File: src/rtl/mux_2x1_32bit.sv
// Registered 2-to-1 word mux for the MIPS datapath.
// REGISTERED=0 builds a purely combinational select.
module mux_2x1_32bit #(
  parameter int WIDTH      = 32,
  parameter bit REGISTERED = 1'b1
) (
  input  logic             clk,
  input  logic             rst_n,
  input  logic [WIDTH-1:0] inpA,
  input  logic [WIDTH-1:0] inpB,
  input  logic             sel,
  output logic [WIDTH-1:0] out
);

  logic [WIDTH-1:0] sel_word;

  assign sel_word = sel ? inpB : inpA;

  generate
    if (REGISTERED) begin : g_reg
      always_ff @(posedge clk or negedge rst_n) begin
        if (!rst_n) out <= '0;
        else        out <= sel_word;
      end
    end else begin : g_comb
      // clk and rst_n are intentionally ignored here
      logic unused;
      assign unused = clk ^ rst_n;
      assign out    = sel_word;
    end
  endgenerate

endmodule

File: config.mk
export PLATFORM = sky130hd
export DESIGN_NAME = mux_2x1_32bit
export DESIGN_NICKNAME = d
export VERILOG_FILES = /design/src/rtl/mux_2x1_32bit.sv
export SDC_FILE = /design/constraint.sdc
export NUM_CORES = 1
export LEC_CHECK = 0
export CAP_MARGIN = 20
export CORE_ASPECT_RATIO = 0.8
export CORE_MARGIN = 5
export CORE_UTILIZATION = 36
export CTS_BUF_LIST = sky130_fd_sc_hd__clkbuf_8
export CTS_CLUSTER_SIZE = 20
export DETAILED_ROUTE_END_ITERATION = 6
export GPL_TIMING_DRIVEN = 0
export HOLD_SLACK_MARGIN = 0.03
export MAX_ROUTING_LAYER = met4
export PLACE_DENSITY = 0.91
export SYNTH_ARGS = -nofsm -noshare
export SYNTH_HDL_FRONTEND = slang
export SYNTH_SLANG_ARGS = --single-unit
File: constraint.sdc
create_clock -name clk -period 1.1 [get_ports clk]
set_input_delay 0.275 -clock clk [delete_from_list [all_inputs] [get_ports clk]]
set_output_delay 0.275 -clock clk [all_outputs]
set_load 0.02 [all_outputs]
### Word-level counts from Yosys, hierarchy flattened

Cells that the tools add are included.

* register bits after elaboration: 32
* logic and storage cells: 2

* muxes and demuxes: 1

Operators with widths (number)
* $mux 32: 1

### Logic depth before layout (Yosys ltp)

Gate-level depths: netlist (run 1).

* word-level depth: 1
* mapped depth: 3

### Least setup slack after synthesis (run 1)

OpenSTA, ideal clock, no wires.

* kind: in2reg
* start point: input sel
* end point: register out[0]
* required time: 975 ps
* path buffers: 2
* library setup time: 125 ps
* arrival time: 817 ps
* stages on the path: 3
* slack: 158 ps
* cells stage by stage: buf_6 -> buf_12 -> mux2_4

* longest elaborated chain between the ends: 1

RTL lines
* from (decl): RTL line 11 `input logic sel,`
* $mux 32: RTL line 17 `assign sel_word = sel ? inpB : inpA;`
* via sel_word[0]: RTL line 15 `logic [WIDTH-1:0] sel_word;`
* to (signal assigned): RTL line 23 `else out <= sel_word;`
* to (decl): RTL line 12 `output logic [WIDTH-1:0] out`

The timed path passes the listed nets, and every way through them passes these cells.

### Final worst setup path (run 1)

* start point: register out[12]
* end point: output out[12]

No word-level cell between the ends.

==> results.json, run 1 <==
{
  "status": "finished, final reports clean",
  "syn_inst": 68,
  "clk_pin_slew_worst_paths_ns": 0.06,
  "antenna_found_initial": 0,
  "cp-end-kind": "output pin",
  "setup_violations": 0,
  "grt_max_degree": 18,
  "ant_nets": 0,
  "post_layout_nonfiller_instances": 216,
  "crit_path_max_fanout": 1,
  "root_buffer": "clkbuf_8",
  "start_util_pct": 38.2,
  "num_antenna_cells": 0,
  "critPathRequiredTime_ns": 0.82,
  "cts_made_buffers": 5,
  "fin_area_um2": 2470,
  "synth_fp_nets": 135,
  "yosysMostFrequentCell": "dfrtp_1",
  "cap_viol_max_count": 0,
  "cts.htree.levels": 2,
  "hold_violations": 0,
  "path_class": "register to output pin",
  "ys_types": 5,
  "ys_seq_area_share_pct": 59.5,
  "drive_above_1_share_pct": 44.3,
  "fmax_ghz": 0.924,
  "synth_seq_cells": 32,
  "min_period_ns": 1.08,
  "total_power_mw": 2.98,
  "vias": 977,
  "port_buffers": 97,
  "rows": 19,
  "crit_chain": "buf_6",
  "routabilityCongestion": 0.794,
  "startpoint_type": "register",
  "cellPowerDensity_nw_per_um2": 1210,
  "avgSynthCellArea_um2": 19.8,
  "num-nets-final": 240,
  "synth_edf_count": 0,
  "cp_num_buf_inv": 1,
  "grt_pass1_vias": 1083,
  "yosys_warnings": 0,
  "cts_buffer_depth": 2,
  "die_x_um": 78.3,
  "synth_area_um2": 1350,
  "ioPinCount": 99,
  "dp_hpwl_mm": 3.14,
  "track_usage_pct": 16.3,
  "synthFlopType": "dfrtp_1",
  "ir_drop_mv": 0.597,
  "cts_tree": "built",
  "first_iter_violations": 27,
  "grt_pass1_wl_mm": 5.76,
  "area_growth_pct": 83.5,
  "timing.critical_path.arrival_ns": 0.81,
  "post_cts_buffers": 0,
  "post-place-ws_ns": -0.281,
  "core_um2": 3520,
  "slew_viol_final": 0,
  "max_stage_delay_ns": 0.39,
  "worstMarginPinSlew_ns": 0.857,
  "wl_per_cell_um": 17.5,
  "avgViaCountPerCell": 4.52,
  "routed_wl_mm": 3.78,
  "rsz0062_at_grt": "yes",
  "dr.pass1.iters": 4,
  "grt-ovfl-total": 0,
  "clock-sinks": 32,
  "finalWorstSetupSlack_ns": 0.0176,
  "finalSetupTns_ns": 0,
  "synth-async-reset-ratio_pct": 100,
  "die_h_um": 64.7,
  "synthTopCellsByArea": "dfrtp_1, mux2_4, buf_12",
  "largest_reg_flops": 32,
  "period_share_pct": 98.4,
  "regMostFlops": "out",
  "crit_slowest_cell": "dfrtp_1",
  "yosysTopAreaCell": "dfrtp_1",
  "die-area_um2": 5070,
  "synth_common_cells": "dfrtp_1, mux2_4, buf_12",
  "slew_headroom_pct": 42.8,
  "placed_cell_area_um2": 2400,
  "drc": 0,
  "reg_top3": "out: 32 flops",
  "place_inst": 208,
  "leakage_nw": 1.16,
  "cp_top_family": "flip-flops",
  "synth.top_cell.area_share_pct": 59.5,
  "min_path_type": "input pin to asynchronous set/reset pin"
}
==> kinds of logic after synthesis <==
group / share of synthesized area [%]
multiplexers: 35.2
flip-flops: 59.5
buffers and inverters: 5.30
==> layout by cell type, fill, tap and decap left out <==
cell	n
clkdlybuf4s50_1	64
mux2_2	2
mux2_4	30
dfrtp_1	32
buf_16	1
dlymetal6s2s_1	1
clkinv_2	2
buf_2	10
clkbuf_8	6
buf_6	23
buf_12	3
==> power breakdown <==
part,leakage [nW],internal [mW],total (mW),switching (mW)
clock,0.0510,0.498,0.902,0.404
sequential,0.373,1.27,1.30,0.0345
combinational,0.737,0.501,0.779,0.278
total,1.16,2.27,2.98,0.717
==> path summary, 6_finish.rpt <==
| path | cells after the start | start | to | slack [ns] |
|---|---|---|---|---|
| min in group clk | 2 | sel | out[30]$_DFF_PN0_ | 0.30 |
| worst max-delay path | 1 | out[12]$_DFF_PN0_ | out[12] | 0.02 |
| max in group asynchronous | 2 | rst_n | out[18]$_DFF_PN0_ | 0.44 |
| worst min-delay path | 1 | rst_n | out[26]$_DFF_PN0_ | 0.1 |
==> metrics by stage <==
step,utilization (%),hold WS [ns]
2_1_floorplan,-,-0.0206
3_3_place_gp,67.3,0.586
3_5_place_dp,68.1,0.588
4_1_cts,66.4,0.291
5_1_grt,70.2,0.162
6_report,70.2,0.0973
==> timing repair <==
action / 4_1_cts / 5_1_grt
endpoints found under the hold margin: 0 / 0
hold buffers: 0 / 0
setup endpoints to repair: 32 / 54
resized for setup: 130 / 44
==> per-layer routing <==
layer	global-route usage [%]	part of all wire (%)
met4	5.24	1.1
met5	-	0
met2	27.0	49
met1	17.0	39
met3	8.45	11
==> layout make-up <==
class / instances / area, um^2
Fill cell: 246 / 1050
Clock inverter: 2 / 10.0
Sequential cell: 32 / 801
Multi-Input combinational cell: 32 / 473
Buffer: 4 / 71.3
Clock buffer: 6 / 82.6
Timing Repair Buffer: 98 / 978
Tap cell: 42 / 52.6
Power figures use the tool's default switching activity.
==> run 2, diff against run 1 <==
Settings changed: CORE_UTILIZATION 36 to 38, MAX_ROUTING_LAYER met4 to not set, PLACE_DENSITY 0.91 to 0.95.
==> run 2 against run 1 <==
Effect of this change: sequential cell count did not move; non-clock buffer count did not move; utilization rose by 2.4 points; critical path depth did not move; global-route usage fell by 0.63 points; largest cell class unchanged.
==> results.json, run 2 (synthesized netlist as in run 1, its figures left out) <==
{
  "layout.area.seq_um2": 801,
  "cts_buffer_depth": 2,
  "period_share_pct": 99.1,
  "root_buffer": "clkbuf_8",
  "wl_met2_mm": 1.91,
  "p_seq_share_pct": 41.3,
  "routed.top_layer": "met4",
  "cts_made_buffers": 5,
  "multi_input_area_um2": 473,
  "drive_above_1_share_pct": 43.7,
  "hold_violations": 0,
  "drc": 0,
  "vias": 979,
  "routabilityCongestion": 0.668,
  "finalSetupTns_ns": 0,
  "slew_viol_final": 0,
  "grt_max_degree": 20,
  "core_um2": 3420,
  "cts_tree": "built",
  "share_comb_of_total_power_pct": 24.8,
  "die-area_um2": 4840,
  "startpoint_type": "register",
  "clock-sinks": 32,
  "rsz0062_at_grt": "yes",
  "cp_top_family": "flip-flops",
  "ant_nets": 0,
  "fmax_ghz": 0.918,
  "start_util_pct": 39.3,
  "grt_pass1_vias": 1158,
  "crit_path_max_fanout": 1,
  "wl_per_cell_um": 17.3,
  "crit_slowest_cell": "dfrtp_1",
  "wl_met3_um": 576,
  "rows": 19,
  "track_usage_pct": 15.7,
  "met1_length_mm": 1.15,
  "die_h_um": 63.2,
  "crit_chain": "buf_6",
  "cellPowerDensity_nw_per_um2": 1270,
  "avgViaCountPerCell": 4.53,
  "path_class": "register to output pin",
  "area_growth_pct": 84.7,
  "n_fill_cell": 231,
  "cellInternalPower_mw": 2.43,
  "worst_hold_slack_ns": 0.0459,
  "num_antenna_cells": 0,
  "finalWorstSetupSlack_ns": 0.0103,
  "cp-end-kind": "output pin",
  "critPathRequiredTime_ns": 0.82,
  "dr.pass1.iters": 2,
  "cap_viol_max_count": 0,
  "setup_violations": 0,
  "power_switching_mw": 0.726,
  "timing.critical_path.arrival_ns": 0.81,
  "cp_num_buf_inv": 1,
  "layout_common_cells": "clkdlybuf4s50_1, dfrtp_1, mux2_4",
  "grt_pass1_wl_mm": 5.65,
  "slew_headroom_pct": 49.7,
  "total_power_mw": 3.16,
  "first_iter_violations": 11,
  "cts.htree.levels": 2,
  "ioPinCount": 99,
  "largest_reg_flops": 32,
  "min_period_ns": 1.09,
  "worstMarginPinSlew_ns": 0.753,
  "leakage_nw": 1.17,
  "max_stage_delay_ns": 0.39,
  "regMostFlops": "out",
  "post_cts_buffers": 0,
  "clk_pin_slew_worst_paths_ns": 0.07,
  "reg_top3": "out: 32 flops",
  "status": "finished, final reports clean",
  "antenna_found_initial": 0,
  "dp_hpwl_mm": 3.00,
  "die_x_um": 76.5,
  "swShare_pct": 23.0,
  "post-place-ws_ns": -0.206,
  "routed_wl_mm": 3.73,
  "ir_drop_mv": 0.814,
  "port_buffers": 97,
  "fin_area_um2": 2480,
  "min_path_type": "input pin to asynchronous set/reset pin",
  "clkPwrFrac_pct": 33.9,
  "placed_cell_area_um2": 2400,
  "final_common_cell": "clkdlybuf4s50_1",
  "num-nets-final": 240,
  "grt-ovfl-total": 0
}
[run 2: metrics by stage]
stage | instances | util [%]
after floorplan | 68 | -
after global placement | 207 | 69.2
after global routing | 216 | 72.6
final | 216 | 72.6
after detailed placement | 208 | 70.0
after CTS | 216 | 69.0
[run 2: per-layer routing]
layer  global-route usage (%)  up-vias
li1                         -      442
met3                     10.5        9
met5                        0        -
met4                     9.39        0
met1                     13.5      459
met2                     26.8       69
[run 2: layout make-up]
type                    count  share of cell area [%]
clock inverters             3                    1.56
flip-flops and latches     32                    32.2
multi-input cells          32                    19.0
well taps                  42                    2.12
repair buffers             98                    39.4
plain buffers               4                    2.87
clock buffers               5                    2.77
[run 2: final timing paths]
kind | from | to | slack (ns) | cells past startpoint
min in group clk | sel | out[29]$_DFF_PN0_ | 0.29 | 2
max in group asynchronous | rst_n | out[6]$_DFF_PN0_ | 0.50 | 2
max | out[25]$_DFF_PN0_ | out[25] | 0.01 | 1
min | rst_n | out[23]$_DFF_PN0_ | 0.05 | 1
[run 2: power by group through the flow]
stage	sequential (mW)	clock [mW]	combinational, mW
after floorplan	1.43	0	0.202
after global routing	1.31	1.16	0.824
final	1.30	1.07	0.782
after detailed placement	1.31	0	0.804
after CTS	1.29	1.11	0.728
after global placement	1.31	0	0.771
[run 2: repair_timing]
action,in CTS,in global routing
setup endpoints to repair,32,34
hold endpoints to repair,0,0
resized for setup,134,41
hold buffers,0,0
==> run 3, diff against run 2 <==
Settings changed: CORE_UTILIZATION 38 to 36, CTS_BUF_LIST sky130_fd_sc_hd__clkbuf_8 to sky130_fd_sc_hd__clkbuf_4 sky130_fd_sc_hd__clkbuf_8 sky130_fd_sc_hd__clkbuf_16, CTS_CLUSTER_DIAMETER set to 40, PLACE_DENSITY 0.95 to 0.91.
==> run 3 against run 2 <==
Effect of this change: setup slack gained 0.017 ns; critical endpoint is now out[12]; worst hold slack better by 0.049 ns; utilization is 3.5 points lower.
==> results.json, run 3 (synthesized netlist as in run 1, its figures left out) <==
{
  "status": "finished, final reports clean",
  "cp_top_family": "flip-flops",
  "worstMarginPinSlew_ns": 0.849,
  "cts_buffer_depth": 2,
  "hold_violations": 0,
  "global_route.usage.met1_pct": 16.8,
  "crit_slowest_cell": "dfrtp_1",
  "rows": 19,
  "busiest_layer": "met2",
  "die-area_um2": 5070,
  "root_buffer": "clkbuf_8",
  "rsz0062_at_grt": "yes",
  "slew_viol_final": 0,
  "slew_headroom_pct": 43.3,
  "num-nets-final": 240,
  "post_cts_buffers": 0,
  "clk_pin_slew_worst_paths_ns": 0.07,
  "setup_violations": 0,
  "timing.critical_path.arrival_ns": 0.80,
  "final_common_cell": "clkdlybuf4s50_1",
  "cts_made_buffers": 5,
  "first_iter_violations": 26,
  "max_stage_delay_ns": 0.39,
  "ioPinCount": 99,
  "layout_common_cells": "clkdlybuf4s50_1, dfrtp_1, mux2_4",
  "post-place-ws_ns": -0.281,
  "avgViaCountPerCell": 4.50,
  "fmax_ghz": 0.932,
  "leakage_nw": 1.15,
  "largest_reg_flops": 32,
  "die_h_um": 64.7,
  "total_power_mw": 2.96,
  "ant_nets": 0,
  "cellPowerDensity_nw_per_um2": 1220,
  "drc": 0,
  "area_growth_pct": 80.7,
  "die_x_um": 78.3,
  "dr.pass1.iters": 4,
  "finalWorstSetupSlack_ns": 0.0271,
  "min_period_ns": 1.07,
  "crit_path_max_fanout": 1,
  "dp_hpwl_mm": 3.14,
  "num_antenna_cells": 0,
  "vias": 971,
  "cap_viol_max_count": 0,
  "grt_pass1_vias": 1083,
  "drive_above_1_share_pct": 44.3,
  "grt_max_degree": 18,
  "globalRouteMet3Util_pct": 7.48,
  "start_util_pct": 38.2,
  "postCtsHoldBufs": 0,
  "regMostFlops": "out",
  "clock-sinks": 32,
  "startpoint_type": "register",
  "path_class": "register to output pin",
  "wl_per_cell_um": 17.4,
  "period_share_pct": 97.5,
  "grt_pass1_wl_mm": 5.75,
  "critPathRequiredTime_ns": 0.82,
  "reg_top3": "out: 32 flops",
  "cp-end-kind": "output pin",
  "met2_usage_pct": 27.0,
  "routed_wl_mm": 3.77,
  "ir_drop_mv": 0.581,
  "grt-ovfl-total": 0,
  "cts_tree": "built",
  "cts.htree.levels": 2,
  "core_um2": 3520,
  "track_usage_pct": 15.8,
  "min_path_type": "input pin to asynchronous set/reset pin",
  "antenna_found_initial": 0,
  "port_buffers": 97,
  "crit_chain": "buf_6",
  "cp_num_buf_inv": 1,
  "routabilityCongestion": 0.783
}
run 3: cell count changes in the layout (fill, tap and decap cells not counted):
cell	before	now
buf_2	10	16
buf_6	23	17
bufinv_16	1	0
clkbuf_8	5	6
clkinv_2	1	2
inv_1	1	0
run 3: report_power, final:
part	internal (mW)	total, mW	switching, mW
clock	0.498	0.901	0.403
combinational	0.481	0.760	0.278
sequential	1.27	1.30	0.0302
total	2.25	2.96	0.711
run 3: through the flow:
step           hold WS [ns]  std cells  cell area (um^2)  utilization (%)  setup TNS, ns
2_1_floorplan       -0.0206         68              1350                -              0
3_3_place_gp          0.586        207              2370             67.3         -25.94
3_5_place_dp          0.588        208              2400             68.1         -11.27
4_1_cts               0.291        216              2330             66.4              0
5_1_grt               0.166        216              2430             69.1        -0.0219
6_report             0.0948        216              2430             69.1              0
run 3: cell type report:
type,count,area (um^2)
fillers,254,1090
repair buffers,98,941
flip-flops and latches,32,801
multi-input cells,32,473
clock buffers,6,82.6
plain buffers,4,71.3
well taps,42,52.6
clock inverters,2,10.0
run 3: how the worst max path moves through the flow:
stage | start | depth (start not counted) | end | slack (ns)
floorplan | sel | 3 | out[0]$_DFF_PN0_ | 0.16
global placement | rst_n | 1 | out[7]$_DFF_PN0_ | -0.73
detailed placement | rst_n | 2 | out[0]$_DFF_PN0_ | -0.28
CTS | out[4]$_DFF_PN0_ | 1 | out[4] | 0.004
global route | out[24]$_DFF_PN0_ | 1 | out[24] | -0.01
finish | out[12]$_DFF_PN0_ | 1 | out[12] | 0.03
run 3: timing repair:
| action | in CTS | in global routing |
|---|---|---|
| pin swaps | 0 | 0 |
| cloned | 0 | 0 |
| gates resized for setup | 130 | 32 |
| endpoints found under the setup margin | 32 | 47 |
run 3: routing by layer:
layer	part of all wire [%]	vias up
met5	0	-
met2	49	69
met4	0.98	0
li1	-	444
met3	11	4
met1	39	454
